==> config.mk <==
export PLATFORM = sky130hd
export DESIGN_NAME = game_counter_source
export DESIGN_NICKNAME = d
export VERILOG_FILES = /design/src/rtl/game_pkg.sv /design/src/rtl/tick_prescaler.sv /design/src/rtl/game_counter_source.sv
export SDC_FILE = /design/constraint.sdc
export NUM_CORES = 1
export LEC_CHECK = 0
export CORE_AREA = 2 2 90 92
export DETAILED_ROUTE_END_ITERATION = 7
export DIE_AREA = 0 0 92 94
export GPL_ROUTABILITY_DRIVEN = 0
export PLACE_DENSITY = 0.81
export SYNTH_ARGS = -nofsm -noshare
export SYNTH_HDL_FRONTEND = slang
export SYNTH_SLANG_ARGS = --single-unit
==> constraint.sdc <==
create_clock -name clock_100Mhz -period 3.08 [get_ports clock_100Mhz]
set_input_delay 0.462 -clock clock_100Mhz [delete_from_list [all_inputs] [get_ports clock_100Mhz]]
set_output_delay 0.462 -clock clock_100Mhz [all_outputs]
set_load 0.005 [all_outputs]
==> src/rtl/game_pkg.sv <==
// Shared types and constants for the Minesweeper timer / mines-left source.
package game_pkg;

    typedef enum logic [1:0] {
        IDLE = 2'd0,
        RUN  = 2'd1,
        DONE = 2'd2
    } state_t;

    localparam int unsigned DISP_MAX = 9999;
    localparam int unsigned CNT_W    = 14;

endpackage

==> src/rtl/tick_prescaler.sv <==
// Divides the system clock down to a one-cycle terminal-count strobe per second.
module tick_prescaler #(
    parameter int unsigned TICKS_PER_SEC = 100000000
) (
    input  logic clock_100Mhz,
    input  logic reset,
    input  logic enable,
    input  logic clear,
    output logic terminal
);

    localparam int unsigned PW = (TICKS_PER_SEC > 1) ? $clog2(TICKS_PER_SEC) : 1;
    localparam logic [PW-1:0] LAST = PW'(TICKS_PER_SEC - 1);

    logic [PW-1:0] count;

    assign terminal = enable && (count == LAST);

    always_ff @(posedge clock_100Mhz) begin
        if (!reset) begin
            count <= '0;
        end else if (clear) begin
            count <= '0;
        end else if (enable) begin
            count <= terminal ? '0 : count + 1'b1;
        end
    end

endmodule

==> src/rtl/game_counter_source.sv <==
// Game FSM, elapsed-seconds timer, mines-left counter and display mux feeding
// the seven-segment controller.
module game_counter_source
    import game_pkg::*;
#(
    parameter int unsigned TICKS_PER_SEC = 100000000,
    parameter int unsigned MAX_SECONDS   = 9999,
    parameter int unsigned NUM_MINES     = 10
) (
    input  logic        clock_100Mhz,
    input  logic        reset,
    input  logic        game_start,
    input  logic        game_over,
    input  logic        pause,
    input  logic        flag_place,
    input  logic        flag_remove,
    input  logic        show_mines,
    output logic [15:0] displayed_number,
    output logic        sec_tick,
    output logic        running
);

    localparam logic [CNT_W-1:0] SEC_MAX    = CNT_W'(MAX_SECONDS);
    localparam logic [CNT_W-1:0] MINES_INIT = CNT_W'(NUM_MINES);

    state_t           state, state_next;
    logic [CNT_W-1:0] seconds, seconds_next;
    logic [CNT_W-1:0] mines_left, mines_next;
    logic             presc_en, presc_clr, presc_tc;

    // Prescaler controls are derived straight from inputs so its strobe can
    // feed the next-state logic without a combinational loop.
    assign presc_en  = (state == RUN) && !game_over && !game_start && !pause;
    assign presc_clr = game_start && !((state == RUN) && game_over);

    tick_prescaler #(
        .TICKS_PER_SEC(TICKS_PER_SEC)
    ) u_prescaler (
        .clock_100Mhz(clock_100Mhz),
        .reset       (reset),
        .enable      (presc_en),
        .clear       (presc_clr),
        .terminal    (presc_tc)
    );

    always_comb begin
        state_next   = state;
        seconds_next = seconds;
        mines_next   = mines_left;
        case (state)
            IDLE, DONE: begin
                if (game_start) begin
                    state_next   = RUN;
                    seconds_next = '0;
                    mines_next   = MINES_INIT;
                end
            end
            RUN: begin
                if (game_over) begin
                    state_next = DONE;
                end else if (game_start) begin
                    seconds_next = '0;
                    mines_next   = MINES_INIT;
                end else begin
                    if (presc_tc && (seconds < SEC_MAX))
                        seconds_next = seconds + 1'b1;
                    if (flag_place && !flag_remove && (mines_left != '0))
                        mines_next = mines_left - 1'b1;
                    else if (flag_remove && !flag_place && (mines_left < MINES_INIT))
                        mines_next = mines_left + 1'b1;
                end
            end
            default: state_next = IDLE;
        endcase
    end

    always_ff @(posedge clock_100Mhz) begin
        if (!reset) begin
            state            <= IDLE;
            seconds          <= '0;
            mines_left       <= MINES_INIT;
            displayed_number <= '0;
            sec_tick         <= 1'b0;
            running          <= 1'b0;
        end else begin
            state            <= state_next;
            seconds          <= seconds_next;
            mines_left       <= mines_next;
            displayed_number <= {2'b00, (show_mines ? mines_left : seconds)};
            sec_tick         <= presc_tc;
            running          <= (state_next == RUN);
        end
    end

endmodule

---- After elaboration in Yosys (flattened, before gate mapping) ----
Cells that the tools add are included.
Widths: inputs -> output; s select.
word-level totals
  register bits ........................... 75
  bits of input ports ..................... 8
operators by class
  equal/unequal tests ..................... 8
  bitwise gates (word level) .............. 1
  reductions and logical operators ........ 24
  order comparisons ....................... 2
  $add $sub $neg .......................... 4
  multiplexer cells ....................... 16
operator list
  operator               count
  $mux 14                10
  $pmux 14 s2            2
  $add 14x1->14 const B  2
  $add 27x1->27 const B  1
  $eq 27x27->1 const B   1
  $mux 27                1
  $lt 14x14->1 const B   1
  $lt 14x4->1 const B    1
  $reduce_bool 14->1     1
  $sub 14x1->14 const B  1
  $logic_and 1x1->1      11
  $reduce_and 4->1       2
  $logic_not 1->1        6
  $eq 2x1->1 const B     2
  $mux 2                 2
  $ne 2x2->1 const B     2
  $ne 4x2->1 const B     1
  $pmux 2 s2             1
  $reduce_or 2->1        2
  $ne 3x2->1 const B     1
  $eq 2x2->1 const B     1
  $logic_not 2->1        1
  $reduce_bool 2->1      1
  $not 1->1              1

---- Longest topological paths before layout ----
Gate-level depths: netlist of run 1.
  depth after elaboration ................. 10
  depth in mapped cells ................... 10
  gate-level depth less buffers ........... 10

---- Modules after synthesis ----
Synthesis of run 1 repeated with hierarchy kept, for this count alone.
second synthesis, totals
  cell total of the unflattened synthesis .. 473
  area, all modules ....................... 4052.6 um^2
modules (own cells, without submodules)
  module               area each (um^2)  sequential area each (um^2)  cells each  instances
  game_counter_source  2618.8            920.9                        317         1
  tick_prescaler       1433.9            540.5                        156         1

---- Worst setup path before layout of run 1 ----
Ideal clock, no wire load.
  path kind ............................... input to register
  from .................................... input port flag_remove
  to ...................................... register mines_left[13]
  cell stages on the path ................. 9
  required time ........................... 2.974 ns
  path slack .............................. -0.198 ns
  path buffers ............................ 0
  arrival ................................. 3.172 ns
  library setup time ...................... 0.106 ns
  path through ............................ nand2b_1 > a41oi_1 > ha_1 > a21o_1 > a21oi_1 > or3b_2 > o221ai_1 > xnor2_1 > o311ai_0
on the way
  word-level cells in the longest chain between the ends .. 7
  elaborated cells on any way between the ends .. 11
  classes of those cells .................. eq/ne (1); mux (4); reduce/logical (6)
RTL lines
  item                             line                       RTL
  start: declaration               game_counter_source.sv:16  input logic flag_remove,
  $logic_not 1->1                  game_counter_source.sv:67  if (flag_place && !flag_remove && (mines_left != '0))
  $logic_and 1x1->1 (2 in series)  game_counter_source.sv:67
  $mux 14                          game_counter_source.sv:67
  $mux 14                          game_counter_source.sv:61  end else if (game_start) begin
  $mux 14                          game_counter_source.sv:59  if (game_over) begin
  $pmux 14 s2                      game_counter_source.sv:50  case (state)
  end signal: assignment           game_counter_source.sv:88  mines_left <= mines_next;
  end: declaration                 game_counter_source.sv:28  logic [CNT_W-1:0] mines_left, mines_next;
Parallel ways exist; a longest one is shown, timed or not. The select of a mux whose other input is x is not followed.
A chain may end at the register's enable or synchronous reset.

---- Worst setup path in the final report of run 1 ----
  from .................................... register mines_left[9]
  to ...................................... register mines_left[12]
on the way
  word-level cells in the longest chain between the ends .. 6
  elaborated cells on any way between the ends .. 13
  classes of those cells .................. add/sub (2); order compare (1); eq/ne (1); mux (5); reduce/logical (4)
RTL lines
  item                                                 line
  $add 14x1->14 or $reduce_bool 14->1 (tied branches)  game_counter_source.sv:70, game_counter_source.sv:67
  $mux 14 or $logic_and 1x1->1 (tied branches)         game_counter_source.sv:69, game_counter_source.sv:67
  $mux 14                                              game_counter_source.sv:67
  $mux 14                                              game_counter_source.sv:61
  $mux 14                                              game_counter_source.sv:59
  $pmux 14 s2                                          game_counter_source.sv:50
Parallel ways exist; a longest one is shown, timed or not. The select of a mux whose other input is x is not followed.

==> results of run 1 <==
[cells in the mapped netlist, types with 8 or more instances]
cell,n
nand3_1,27
o21ai_0,16
clkbuf_1,12
nand4_1,8
or3_1,8
ha_1,14
and3_1,8
a21oi_1,22
mux2i_1,17
nor4_1,9
nor2_1,66
dfxtp_1,73
nor2b_1,8
xnor2_1,22
xor2_1,17
nand2_1,25
[report_power, final]
part / leakage [nW] / switching, mW / total [mW] / internal (mW)
Sequential: 0.589 / 0.00502 / 0.955 / 0.950
Combinational: 0.966 / 0.0870 / 0.154 / 0.0667
Clock: 0.0903 / 0.365 / 0.685 / 0.320
Total: 1.65 / 0.457 / 1.79 / 1.34
[metal layers]
metal  up-vias  part of all wire  global-route usage  routed length [um]
li1       1600                 -                   -                   -
met1      1552              0.44              0.2514                3701
met2        96              0.49              0.3554                4138
met3        18             0.052             0.05698                 438
met4         0             0.021             0.06965                 177
met5         -                 0                   0                   0
[cell type report]
type	instances	area, sq um	area share
repair buffers	53	455.4	0.1020
clock inverters	5	38.79	0.008683
clock buffers	11	141.4	0.03165
inverters	7	26.28	0.005882
flip-flops and latches	73	1461	0.3272
multi-input cells	333	2216	0.4961
well taps	102	127.6	0.02857
[worst max-delay path: cells and delay by family (launching register included)]
family,cells,cell delay (ns)
AND/OR/NAND/NOR,2,0.49
buffers and inverters,2,0.40
adder cells (fa/ha/maj),1,0.41
flip-flops,1,0.36
AO/OA/AOI/OAI,7,1.27
[repair_timing]
action                                  CTS  global route
gates resized for setup                   2             9
pin swaps                                 0             1
endpoints found under the setup margin    2             6
[state kept, by name, indices dropped and copies added (netlist names)]
signal,count
u_prescaler.count,27
displayed_number,14
mines_left,14
seconds,14
state,2
running,1
sec_tick,1
[stage by stage]
stage	hold slack (ns)	std cells	setup TNS (ns)
floorplan	0.4539	431	0
global placement	0.4659	568	-0.02444
detailed placement	0.4777	568	-0.3194
CTS	0.4915	584	0
global route	0.5298	584	-0.07860
finish	0.4914	584	0
[cells by family after synthesis]
group                    Yosys count  synth area share
AO/OA/AOI/OAI                     60           0.09666
XOR/XNOR                          39           0.09195
adder cells (fa/ha/maj)           15           0.05254
buffers and inverters             25           0.02829
flip-flops                        73            0.3934
multiplexers                      18           0.04884
other                              1          0.001009
AND/OR/NAND/NOR                  199            0.2873
[cell usage in the layout (no fill, tap or decap), drive strengths merged, types with 4 or more instances in the layout]
cell	instances
a21oi	22
and2	4
and3	8
buf	30
clkbuf	11
clkdlybuf4s50	23
dfxtp	73
ha	14
inv	9
mux2i	17
nand2	25
nand2b	4
nand3	28
nand3b	5
nand4	9
nor2	66
nor2b	8
nor3	13
nor4	9
o211ai	4
o21ai	16
or3	8
xnor2	22
xor2	17
[final timing paths]
check	from	to	slack [ns]
min	u_prescaler.count[24]$_SDFFE_PP0P_	u_prescaler.count[24]$_SDFFE_PP0P_	0.49
min reg2reg	u_prescaler.count[24]$_SDFFE_PP0P_	u_prescaler.count[24]$_SDFFE_PP0P_	0.49
max	mines_left[9]$_SDFFE_PN0P_	mines_left[12]$_SDFFE_PN0P_	0.06
max reg2reg	mines_left[9]$_SDFFE_PN0P_	mines_left[12]$_SDFFE_PN0P_	0.06
==> results.md, run 1 <==
- Initial Utilization: 0.4883
- Nets: 500
- Final hold vios: 0
- Clock Path Buffers: 2
- Number of synthesized flops with an enable pin: 0
- # hold bufs at CTS: 0
- Pleak: roughly 1.6 nW
- Via count: around 3.3k
- Outcome: finished, final reports clean
- Distinct cells, synth: 54
- Final WL: 8456 um
- Final Total Pwr: 1.794 mW
- Root Buffer: clkbuf_8
- Die H: approximately 94 um
- Area leader, netlist: dfxtp_1
- Die area: about 8600 sq um
- Clk sinks: between 70 and 80
- Most used DFF post-synth: dfxtp_1
- Later-pin clock latency in the skew report: between 0.3 and 0.4 ns
- Max Clk Rate: approximately 0.33 GHz
- CORE AREA: between 7000 and 8000 sq um
- Total global-route track usage: 0.2072
- Async set or reset register ratio after synthesis: 0
- Routed wire length per instance: about 14 um
- Count of pins over their slew limit: 0
- Cell Pwr Density: 401.6 nW/um^2
- Cell Chain, Critical Path: nor4_2 -> buf_4 -> a41oi_4 -> buf_4 -> fa_1 -> a21oi_2 -> o21ai_0 -> a21oi_2 -> o21ai_1 -> a31oi_1 -> nand4_1 -> o211ai_1
- Crit path kind: flip-flop to flip-flop
- Share of cells above drive strength 1: 0.1411
- Number of CTS-inserted buffers: 9
- Antenna violations before repair: 0
- Antenna Nets Post-Route: 0
- First-pass GRT wire length: about 15000 um
- Worst Slack Setup Final: 0.05843 ns
- DP Worst Slack: -0.1377 ns
- Clock slew at reported path FFs: approximately 0.080 ns
- Largest cells by area after synthesis: dfxtp_1 39%, nor2_1 6.7%, xnor2_1 5.2%, ha_1 4.7%, mux2i_1 4.6%
- Final HPWL DP: about 6100 um
- Seq/Total Area, Yosys: 0.3934
- GR Overflow Total: 0
- Crit. End Element: flip-flop
- Worst Max-Slew Pin Slew: between 0.8 and 0.9 ns
- Number of port buffers: 23
- Finished layout cell area: approximately 4500 sq um
- # rows: 32
- CP arrival: approximately 3.3 ns
- Post-Synthesis Cells: 430
- Crit share post-route: 0.9810
- DRC: 0
- R2R cell count: 12
- # fillers: roughly 650
- Vias in the first global route: 3207
- Ant diodes: 0
- Relative slew slack: 0.4434
- Required @ worst endpoint: roughly 3.4 ns
- Iteration-0 DRC count of the detailed router: about 190
- Layout Skew: around 0.01 ns
- Slowest CP cell: fa_1
- # H-tree levels: 3
- Worst Hold Class: flip-flop to flip-flop
- Yosys warning count: 0
- Top cell type's share of synthesized area: 0.3934
- DR pass1 iterations: 5
- Area grow syn2layout: 20.24%
- CTS tree: yes
- Buffer count from post-CTS setup fixing: 0
- Min-Delay Path Depth: 2
- Util after Layout: 0.5872
- Synthesized area: approximately 3700 sq um
- #FFs+latches synth: between 70 and 80
- Max_cap viols: 0
- Clock period minus worst slack: between 3 and 4 ns
- Die Width: approximately 90 um
- Peak supply drop: roughly 250 uV
- Critical path fanouts, max: 8
- Area after DPL: around 4200 sq um
- Via-to-Cell Ratio: between 5 and 6
- Num ports: 26
- Pin count of the biggest net entering global routing: 27
- Final setup viols: 0
- CP startpoint kind: flip-flop
- Max stage delay on crit path: approximately 0.4 ns
- Syn Area/Cell: 8.639 sq um
Note: power is estimated with default switching activity, not from simulation.
==> run 2: changes to the inputs <==
- CORE_AREA: 2 2 90 92 -> 2 2 88 90
- DIE_AREA: 0 0 92 94 -> 0 0 90 92
- PLACE_DENSITY: 0.81 -> 0.84
==> run 2 against run 1 <==
  * Via count is 2.9% higher
  * Clock power about the same
  * Hold slack gained 0.0047 ns
  * Largest power group unchanged
==> results.md, run 2 (synthesis gave the netlist of run 1 again) <==
- Final setup viols: 0
- Max reg flops: 27
- Layout Skew: about 0.016 ns
- First-pass GRT wire length: ~15000 um
- Clock slew at reported path FFs: about 0.080 ns
- Outcome: finished, final reports clean
- Total global-route track usage: 0.2195
- Final hold vios: 0
- GR Overflow Total: 0
- Num ports: 26
- Max_cap viols: 0
- Iteration-0 DRC count of the detailed router: between 150 and 200
- Relative slew slack: 0.4545
- Share of cells above drive strength 1: 0.1540
- Final Non-Filler Cells: roughly 590
- Clock power frac: 0.379
- Clk sinks: 73
- CP arrival: between 3 and 4 ns
- Root Buffer: clkbuf_8
- Cell Pwr Density: slightly below 400 nW/um^2
- Nets: 505
- Pleak: ~1.7 nW
- Crit share post-route: 0.9501
- Number of port buffers: 23
- Final Total Pwr: roughly 1.8 mW
- Max Clk Rate: 0.3417 GHz
- P_int: about 1.3 mW
- Worst Hold Class: flip-flop to flip-flop
- Final WL: 9066 um
- Reg2Reg Setup Slack: between 0.15 and 0.2 ns
- Required @ worst endpoint: 3.35 ns
- Worst Max-Slew Pin Slew: slightly above 0.8 ns
- Sw Share: 0.2673
- # fillers: about 600
- Routed wire length per instance: approximately 15 um
- Crit path kind: flip-flop to flip-flop
- Leading cell types in the layout, fill and taps excluded: 71 x dfxtp_1, 66 x nor2_1, 33 x buf_4
- Crit. End Element: flip-flop
- CTS tree: yes
- Final HPWL DP: about 6400 um
- Comb pwr share: 0.091
- Placed cell count: 572
- DR pass1 iterations: 4
- Ant diodes: 0
- Peak supply drop: roughly 190 uV
- Critical path fanouts, max: 8
- DRC: 0
- Area grow syn2layout: 22.09%
- Area after DPL: around 4300 sq um
- Switching power: between 0.4 and 0.5 mW
- # hold bufs at CTS: 0
- Pin count of the biggest net entering global routing: 25
- Antenna violations before repair: 0
- CP startpoint kind: flip-flop
- Vias in the first global route: roughly 3.2k
- Register share of total power: 0.529
- Via count: 3360
- Die Width: ~90 um
- Clock Path Buffers: 2
- Initial Utilization: 0.4988
- Most flops, register: u_prescaler.count
- Die H: between 90 and 100 um
- Via-to-Cell Ratio: 5.705
- RSZ-0062 raised after global routing: false
- CORE AREA: 7447 sq um
- # H-tree levels: 3
- Antenna Nets Post-Route: 0
- Count of pins over their slew limit: 0
- Later-pin clock latency in the skew report: roughly 0.36 ns
- Finished layout cell area: between 4000 and 5000 sq um
- Number of CTS-inserted buffers: 9
- Commonest non-fill, non-tap cell in the layout: dfxtp_1
- Die area: roughly 8300 sq um
- Setup tns final: 0 ns
- Clock period minus worst slack: 2.926 ns
- # rows: 32
==> run 2: cell type report <==
class                           count  area (sq um)  area share
Clock buffer                        9         123.9     0.02731
Clock inverter                      7         55.05     0.01214
Inverter                            7         26.28    0.005793
Multi-Input combinational cell    333          2227      0.4910
Sequential cell                    73          1466      0.3233
Tap cell                          102         127.6     0.02814
Timing Repair Buffer               58         509.2      0.1123
==> run 2: final timing paths <==
kind | startpoint | end | cells after the start
setup / recovery | mines_left[12]$_SDFFE_PN0P_ | mines_left[12]$_SDFFE_PN0P_ | 12
hold / removal | u_prescaler.count[24]$_SDFFE_PP0P_ | u_prescaler.count[24]$_SDFFE_PP0P_ | 2
setup reg to reg | mines_left[12]$_SDFFE_PN0P_ | mines_left[12]$_SDFFE_PN0P_ | 12
hold reg to reg | u_prescaler.count[24]$_SDFFE_PP0P_ | u_prescaler.count[24]$_SDFFE_PP0P_ | 2
==> run 2: repair_timing <==
action	CTS	global route
pin swaps	1	5
buffers inserted	0	1
resized for setup	5	10
endpoints found under the setup margin	3	3
==> run 2: layer usage <==
metal	share of wire	global-route usage	routed length (um)	vias to the layer above
met5	0	0	0	-
met4	0.020	0.08846	183	0
met3	0.055	0.05341	498	17
met2	0.49	0.3803	4460	118
met1	0.43	0.2619	3923	1610
li1	-	-	-	1615
==> run 2: critical path, stage by stage (launching register included) <==
cell and delay, ns:
dfxtp_4 0.37, nor4_4 0.28, buf_4 0.17, a41oi_4 0.16, buf_4 0.22, fa_1 0.40
a21oi_1 0.24, o21ai_0 0.16, a21oi_2 0.23, o21ai_0 0.18, a31oi_1 0.20, nand4_1 0.11
o211ai_1 0.11
==> run 2: per-stage QoR <==
step                  util  hold slack (ns)  setup WS, ns
floorplan                -           0.4539       0.09529
finish              0.6090           0.4961        0.1537
global route        0.6090           0.5244      0.004133
detailed placement  0.5744           0.4886       -0.1590
global placement    0.5744           0.4640      -0.02302
CTS                 0.6023           0.4991       0.03588
==> run 2: power by group through the flow <==
stage | clock network (mW) | registers (mW) | logic [mW]
after floorplan | 0 | 0.976 | 0.0932
after global placement | 0 | 0.975 | 0.150
after detailed placement | 0 | 0.976 | 0.156
after CTS | 0.692 | 0.954 | 0.158
after global routing | 0.733 | 0.954 | 0.178
final | 0.683 | 0.954 | 0.165
